File: src/rtl/multicycle_control.sv
// multicycle_control: Moore control FSM for the multi-cycle RV32I datapath.
// Ports:
//   clock, reset (sync, active-high); opcode, mem_ready, branch_taken in.
//   pc_load, old_pc_load, ir_load, mem_read, mem_write, addr_sel,
//   reg_write, alu_src_a, alu_src_b, alu_op, pc_src, wb_sel, trap out.
// Build option: define MULTICYCLE_CONTROL_TRAP_EN to park illegal
// opcodes in a TRAP state; otherwise they retire as a NOP.
module multicycle_control (
  input  logic       clock,
  input  logic       reset,
  input  logic [6:0] opcode,
  input  logic       mem_ready,
  input  logic       branch_taken,
  output logic       pc_load,
  output logic       old_pc_load,
  output logic       ir_load,
  output logic       mem_read,
  output logic       mem_write,
  output logic       addr_sel,
  output logic       reg_write,
  output logic [1:0] alu_src_a,
  output logic [1:0] alu_src_b,
  output logic [1:0] alu_op,
  output logic       pc_src,
  output logic [1:0] wb_sel,
  output logic       trap
);

  localparam logic [6:0] OP_R     = 7'b0110011;
  localparam logic [6:0] OP_I     = 7'b0010011;
  localparam logic [6:0] OP_LOAD  = 7'b0000011;
  localparam logic [6:0] OP_STORE = 7'b0100011;
  localparam logic [6:0] OP_BR    = 7'b1100011;
  localparam logic [6:0] OP_JAL   = 7'b1101111;
  localparam logic [6:0] OP_JALR  = 7'b1100111;
  localparam logic [6:0] OP_LUI   = 7'b0110111;
  localparam logic [6:0] OP_AUIPC = 7'b0010111;
  localparam logic [6:0] OP_SYS   = 7'b1110011;

  typedef enum logic [3:0] {
    S_FETCH,
    S_DECODE,
    S_EXEC_R,
    S_EXEC_I,
    S_MEM_ADDR,
    S_MEM_RD,
    S_MEM_WR,
    S_WB_ALU,
    S_WB_MEM,
    S_BRANCH,
    S_JAL,
    S_JALR,
    S_LUI,
    S_AUIPC,
    S_TRAP
  } state_e;

  state_e state_q;
  state_e state_d;
  state_e illegal_nxt;

`ifdef MULTICYCLE_CONTROL_TRAP_EN
  assign illegal_nxt = S_TRAP;
`else
  assign illegal_nxt = S_FETCH;
`endif

  always_ff @(posedge clock) begin
    if (reset) state_q <= S_FETCH;
    else       state_q <= state_d;
  end

  always_comb begin
    state_d     = state_q;
    pc_load     = 1'b0;
    old_pc_load = 1'b0;
    ir_load     = 1'b0;
    mem_read    = 1'b0;
    mem_write   = 1'b0;
    addr_sel    = 1'b0;
    reg_write   = 1'b0;
    alu_src_a   = 2'd0;
    alu_src_b   = 2'd0;
    alu_op      = 2'd0;
    pc_src      = 1'b0;
    wb_sel      = 2'd0;
    trap        = 1'b0;

    unique case (state_q)
      S_FETCH: begin
        mem_read  = 1'b1;
        alu_src_b = 2'd2;
        // PC+4 is written back straight from the ALU in the ready cycle.
        if (mem_ready) begin
          ir_load     = 1'b1;
          old_pc_load = 1'b1;
          pc_load     = 1'b1;
          state_d     = S_DECODE;
        end
      end
      S_DECODE: begin
        // Branch/JAL target computed here and held in the ALU out reg.
        alu_src_a = 2'd1;
        alu_src_b = 2'd1;
        unique case (opcode)
          OP_R:     state_d = S_EXEC_R;
          OP_I:     state_d = S_EXEC_I;
          OP_LOAD:  state_d = S_MEM_ADDR;
          OP_STORE: state_d = S_MEM_ADDR;
          OP_BR:    state_d = S_BRANCH;
          OP_JAL:   state_d = S_JAL;
          OP_JALR:  state_d = S_JALR;
          OP_LUI:   state_d = S_LUI;
          OP_AUIPC: state_d = S_AUIPC;
          OP_SYS:   state_d = S_FETCH;
          default:  state_d = illegal_nxt;
        endcase
      end
      S_EXEC_R: begin
        alu_src_a = 2'd2;
        alu_op    = 2'd2;
        state_d   = S_WB_ALU;
      end
      S_EXEC_I: begin
        alu_src_a = 2'd2;
        alu_src_b = 2'd1;
        alu_op    = 2'd2;
        state_d   = S_WB_ALU;
      end
      S_MEM_ADDR: begin
        alu_src_a = 2'd2;
        alu_src_b = 2'd1;
        state_d   = (opcode == OP_STORE) ? S_MEM_WR : S_MEM_RD;
      end
      S_MEM_RD: begin
        mem_read = 1'b1;
        addr_sel = 1'b1;
        if (mem_ready) state_d = S_WB_MEM;
      end
      S_MEM_WR: begin
        mem_write = 1'b1;
        addr_sel  = 1'b1;
        if (mem_ready) state_d = S_FETCH;
      end
      S_WB_ALU: begin
        reg_write = 1'b1;
        state_d   = S_FETCH;
      end
      S_WB_MEM: begin
        reg_write = 1'b1;
        wb_sel    = 2'd1;
        state_d   = S_FETCH;
      end
      S_BRANCH: begin
        alu_src_a = 2'd2;
        alu_op    = 2'd1;
        pc_load   = branch_taken;
        pc_src    = 1'b1;
        state_d   = S_FETCH;
      end
      S_JAL: begin
        reg_write = 1'b1;
        wb_sel    = 2'd2;
        pc_load   = 1'b1;
        pc_src    = 1'b1;
        state_d   = S_FETCH;
      end
      S_JALR: begin
        // Target bit 0 is cleared in the datapath, not here.
        alu_src_a = 2'd2;
        alu_src_b = 2'd1;
        reg_write = 1'b1;
        wb_sel    = 2'd2;
        pc_load   = 1'b1;
        state_d   = S_FETCH;
      end
      S_LUI: begin
        alu_src_a = 2'd3;
        alu_src_b = 2'd1;
        state_d   = S_WB_ALU;
      end
      S_AUIPC: begin
        alu_src_a = 2'd1;
        alu_src_b = 2'd1;
        state_d   = S_WB_ALU;
      end
      S_TRAP: begin
`ifdef MULTICYCLE_CONTROL_TRAP_EN
        trap    = 1'b1;
        state_d = S_TRAP;
`else
        state_d = S_FETCH;
`endif
      end
      default: state_d = S_FETCH;
    endcase

    // Reset silences every strobe, including the FETCH read.
    if (reset) begin
      pc_load     = 1'b0;
      old_pc_load = 1'b0;
      ir_load     = 1'b0;
      mem_read    = 1'b0;
      mem_write   = 1'b0;
      addr_sel    = 1'b0;
      reg_write   = 1'b0;
      alu_src_a   = 2'd0;
      alu_src_b   = 2'd0;
      alu_op      = 2'd0;
      pc_src      = 1'b0;
      wb_sel      = 2'd0;
      trap        = 1'b0;
    end
  end

endmodule

File: config.mk
export PLATFORM = sky130hd
export DESIGN_NAME = multicycle_control
export DESIGN_NICKNAME = d
export VERILOG_FILES = /design/src/rtl/multicycle_control.sv
export SDC_FILE = /design/constraint.sdc
export NUM_CORES = 1
export LEC_CHECK = 0
export ABC_AREA = 0
export ABC_CLOCK_PERIOD_IN_PS = 1900
export CORE_UTILIZATION = 40
export DETAILED_ROUTE_END_ITERATION = 7
export PLACE_DENSITY_LB_ADDON = 0.25
export SYNTH_ARGS = -nofsm -noshare
export SYNTH_HDL_FRONTEND = slang
export SYNTH_SLANG_ARGS = --single-unit
export TNS_END_PERCENT = 30
File: constraint.sdc
create_clock -name clock -period 1.9 [get_ports clock]
set_input_delay 0.57 -clock clock [delete_from_list [all_inputs] [get_ports clock]]
set_output_delay 0.57 -clock clock [all_outputs]
set_load 0.05 [all_outputs]
==> results.sh, run 1 <==
export IMPL_status="did not finish"
export IMPL_haltStage="clock tree synthesis"
export IMPL_error_line="[ERROR DPL-0033] detailed placement checks failed during check placement."
export IMPL_ioPinCount=28
export IMPL_dieHeight_um=42.3
export IMPL_die_w_um=42.3
export IMPL_post_cts_buffers=5
export IMPL_dpl_hpwl_um=1970
export IMPL_cts_htree_levels=1
export IMPL_synth_top_area_share_pct=12.3
export IMPL_cts_root_buf="clkbuf_4"
export IMPL_row_count=14
export IMPL_io_buffer_count=26
export IMPL_clock_sinks=4
export IMPL_cts_hold_buf=0
export IMPL_syn_nets=108
export IMPL_yosysSeqAreaShare_pct=12.3
export IMPL_clk_path_buf_depth=2
export IMPL_post_place_ws_ps=-436
export IMPL_start_util_pct=43.2
export IMPL_yosysUniqueCellTypes=38
export IMPL_numCtsBuffers=3
export IMPL_ys_ff_latch=4
export IMPL_netlist_area_um2=651
export IMPL_synth_top_cell_by_area="dfxtp_1"
export IMPL_synth_area_leaders="dfxtp_1, nor2_1, nor3_1"
export IMPL_routabilityCongestion=0.858
export IMPL_ys_warnings_count=0
export IMPL_synthCells=97
export IMPL_cts_resized=31
export IMPL_syn_avg_cell_area_um2=6.71
-- cell usage after synthesis --
library cell  number
a221oi_1           1
nand2_1            4
nand4bb_1          1
inv_1              1
a211o_1            2
o2111ai_1          1
o22a_1             1
conb_1             1
nor2b_1            6
a21oi_1            7
buf_4              2
nand2b_1           4
and3_1             3
nor2_1            11
nor4b_1            1
nand4_1            1
inv_4              1
o21ai_0            2
or4_1              1
buf_2              5
a21o_1             1
a311o_1            1
o32a_1             1
a31oi_1            2
dfxtp_1            4
a22oi_1            3
nand3b_1           4
a2bb2oi_1          1
nor3_1             8
clkbuf_1           4
nor3b_1            2
o31ai_1            1
and2_1             1
xnor2_1            2
nor4_1             2
mux2i_1            2
buf_6              1
nor4bb_1           1
-- through the flow --
step | std cells | instance area [um2] | setup TNS [ps]
after floorplan | 97 | 796 | -329
after global placement | 150 | 1340 | -5490
after detailed placement | 150 | 1340 | -6290
-- cell families after synthesis --
| logic type | count (synthesis) | share of synthesized area [%] |
|---|---|---|
| buf+inv | 14 | 11.7 |
| other cells | 1 | 0.576 |
| xor+xnor | 2 | 2.69 |
| mux | 2 | 3.08 |
| simple gates | 50 | 43.8 |
| compound gates | 24 | 25.8 |
| flops | 4 | 12.3 |
==> inputs of run 2 (changes only) <==
Settings changed: CORE_AREA set to 2 2 63 65, CORE_UTILIZATION 40 to not set, DIE_AREA set to 0 0 65 67, PLACE_DENSITY_LB_ADDON 0.25 to 0.15.
==> run 2 against run 1 <==
The flow now finishes, with violations (negative setup slack). Area after synthesis did not move. Synthesized cell count did not move.
==> results.sh, run 2 <==
export IMPL_status="finished, violations left"
export IMPL_violations="negative setup slack"
export IMPL_cp_required_ps=1330
export IMPL_power_per_cell_area_mw_per_mm2=342
export IMPL_area_growth_pct=153
export IMPL_dieHeight_um=67
export IMPL_cts_hold_buf=0
export IMPL_regMostFlops="state_q"
export IMPL_yosysUniqueCellTypes=38
export IMPL_cts_root_buf="clkbuf_8"
export IMPL_netlist_area_um2=651
export IMPL_peakVddDrop_mv=0.172
export IMPL_ant_nets=0
export IMPL_grt_pass1_wl_um=3860
export IMPL_largest_register_ffs=4
export IMPL_row_count=22
export IMPL_multi_input_area_um2=702
export IMPL_start_util_pct=18.0
export IMPL_drv_slew=0
export IMPL_rsz0062_at_grt="true"
export IMPL_first_pass_iters=4
export IMPL_die_area_mm2=0.00436
export IMPL_maxCapViolCount=0
export IMPL_antenna_found_initial=0
export IMPL_seq_area_um2=95.1
export IMPL_post_route_util_pct=45.7
export IMPL_drc_errors=0
export IMPL_ys_top_cells_by_count="nor2_1, nor3_1, a21oi_1, nor2b_1, buf_2"
export IMPL_async_reset_ff_share_pct=0
export IMPL_synth_top_area_share_pct=12.3
export IMPL_final_common_cell="buf_4"
export IMPL_endpoint_kind="output pin"
export IMPL_io_buffer_count=26
export IMPL_routabilityCongestion=0.778
export IMPL_synth_edf_count=0
export IMPL_cts_htree_levels=1
export IMPL_leakage_nw=0.627
export IMPL_path_cells="buf_6 > buf_4 > xnor2_4 > nor4_4 > buf_12"
export IMPL_final_cell_mix="buf_4, buf_12, a21oi_1, clkdlybuf4s50_1, nor3_4"
export IMPL_path_buf_inv=3
export IMPL_core_area_mm2=0.00361
export IMPL_clock_skew_final_ps=0.377
export IMPL_numCtsBuffers=3
export IMPL_hp_class="reg2reg"
export IMPL_vias_per_cell=4.64
export IMPL_cp_max_fo=8
export IMPL_synth_top_cell_by_area="dfxtp_1"
export IMPL_cts_clk_slew_worst_paths_ps=30
export IMPL_layout_setup_ws_ps=-32.4
export IMPL_syn_nets=108
export IMPL_drt_initial_drc_count=32
export IMPL_synth_area_leaders="dfxtp_1, nor2_1, nor3_1"
export IMPL_diodes=0
export IMPL_synthCells=97
export IMPL_num_nets_final=163
export IMPL_muxShareOfSynthArea_pct=3.08
export IMPL_clock_sinks=4
export IMPL_totalWireLength_um=2460
export IMPL_reg_top3="state_q: 4 flops"
export IMPL_start_kind="flip-flop"
export IMPL_crit_type="reg2out"
export IMPL_n_fill_cell=357
export IMPL_finalHoldViolations=0
export IMPL_grt_pass1_vias=850
export IMPL_synth_top_family_by_area="simple AND/OR/NAND/NOR gates"
export IMPL_yosysMostFrequentCell="nor2_1"
export IMPL_ys_ff_latch=4
export IMPL_cts_tree="built"
export IMPL_grt_util_all_layers_pct=11.2
export IMPL_grt_max_degree=16
export IMPL_clk_path_buf_depth=2
export IMPL_yosysSeqAreaShare_pct=12.3
export IMPL_max_freq_ghz=0.518
export IMPL_grt_overflow=0
export IMPL_synthXorXnorAreaFrac_pct=2.69
export IMPL_wl_per_cell_um=12.4
export IMPL_syn_avg_cell_area_um2=6.71
export IMPL_drive_above_1_share_pct=58.7
export IMPL_finalSetupTns_ps=-40.8
export IMPL_finalCritPeriodShare_pct=102
export IMPL_slowest_stage="dfxtp_4"
export IMPL_ioPinCount=28
export IMPL_setup_violations=2
export IMPL_cp_arrival_ps=1360
export IMPL_synth_compound_area_share_pct=25.8
export IMPL_finalPower_mw=0.564
export IMPL_yosys_most_used_dff="dfxtp_1"
export IMPL_yosys_area_share_simple_pct=43.8
export IMPL_die_w_um=65
export IMPL_dpl_hpwl_um=1880
export IMPL_cpLargestDelayFamily="buffers and inverters"
export IMPL_synth_fa_ha_area_share_pct=0
export IMPL_ys_warnings_count=0
export IMPL_num_vias=919
export IMPL_clk_latency_ps=210
export IMPL_layout_min_cycle_time_ps=1930
export IMPL_slowest_delay_ps=350
[run 2: cell counts after synthesis]
No cell type changed its count.
[run 2: worst register-to-register path, stage by stage (launching register included)]
cell and delay [ps]:
dfxtp_4 370, buf_4 180, or4_1 520, o32a_1 170, a221oi_1 240
[run 2: what timing repair did]
item | CTS | global route
endpoints found under the hold margin | 0 | 0
buffers inserted | 0 | 8
pin swaps | 8 | 8
setup endpoints to repair | 18 | 13
gates resized for setup | 27 | 13
[run 2: path summary, 6_finish.rpt]
check	slack (ps)	from	to	depth (start not counted)
worst max-delay path	-30	state_q[0]$_SDFFE_PP0P_	addr_sel	5
worst min-delay path	650	state_q[0]$_SDFFE_PP0P_	state_q[3]$_SDFFE_PP0P_	3
worst max register to register	320	state_q[3]$_SDFFE_PP0P_	state_q[0]$_SDFFE_PP0P_	4
worst min register to register	650	state_q[0]$_SDFFE_PP0P_	state_q[3]$_SDFFE_PP0P_	3
[run 2: final cells by class]
type / instances / share of cell area [%]
Timing Repair Buffer: 62 / 44.8
Multi-Input combinational cell: 79 / 42.6
Sequential cell: 4 / 5.78
Tap cell: 48 / 3.65
Clock buffer: 3 / 2.51
Inverter: 2 / 0.608
[run 2: cells by family (layout without fill, tap and decap cells)]
logic type / count (synthesis) / in the layout
flops: 4 / 4
compound gates: 24 / 24
buf+inv: 14 / 67
simple gates: 50 / 50
other cells: 1 / 1
mux: 2 / 2
xor+xnor: 2 / 2
[run 2: layer usage]
metal,global-route usage (%),up-vias,part of all wire (%)
met1,14.0,421,42
met3,0.845,2,5.1
li1,-,465,-
met4,3.99,0,0.98
met5,0,-,0
met2,20.1,31,52
[run 2: power breakdown]
| part | internal, mW | switching [mW] |
|---|---|---|
| combinational | 0.155 | 0.143 |
| sequential | 0.0838 | 0.00446 |
| clock | 0.135 | 0.0421 |
| total | 0.374 | 0.190 |
[run 2: per-stage QoR]
step	cell area (um2)	hold WS [ps]	setup slack, ps	std cells
floorplan	796	568	-102	97
global placement	1440	564	-420	188
detailed placement	1440	549	-432	188
CTS	1540	521	-79.5	191
global route	1650	672	-67.8	198
finish	1650	654	-32.4	198
(Power assumes the default switching activity.)
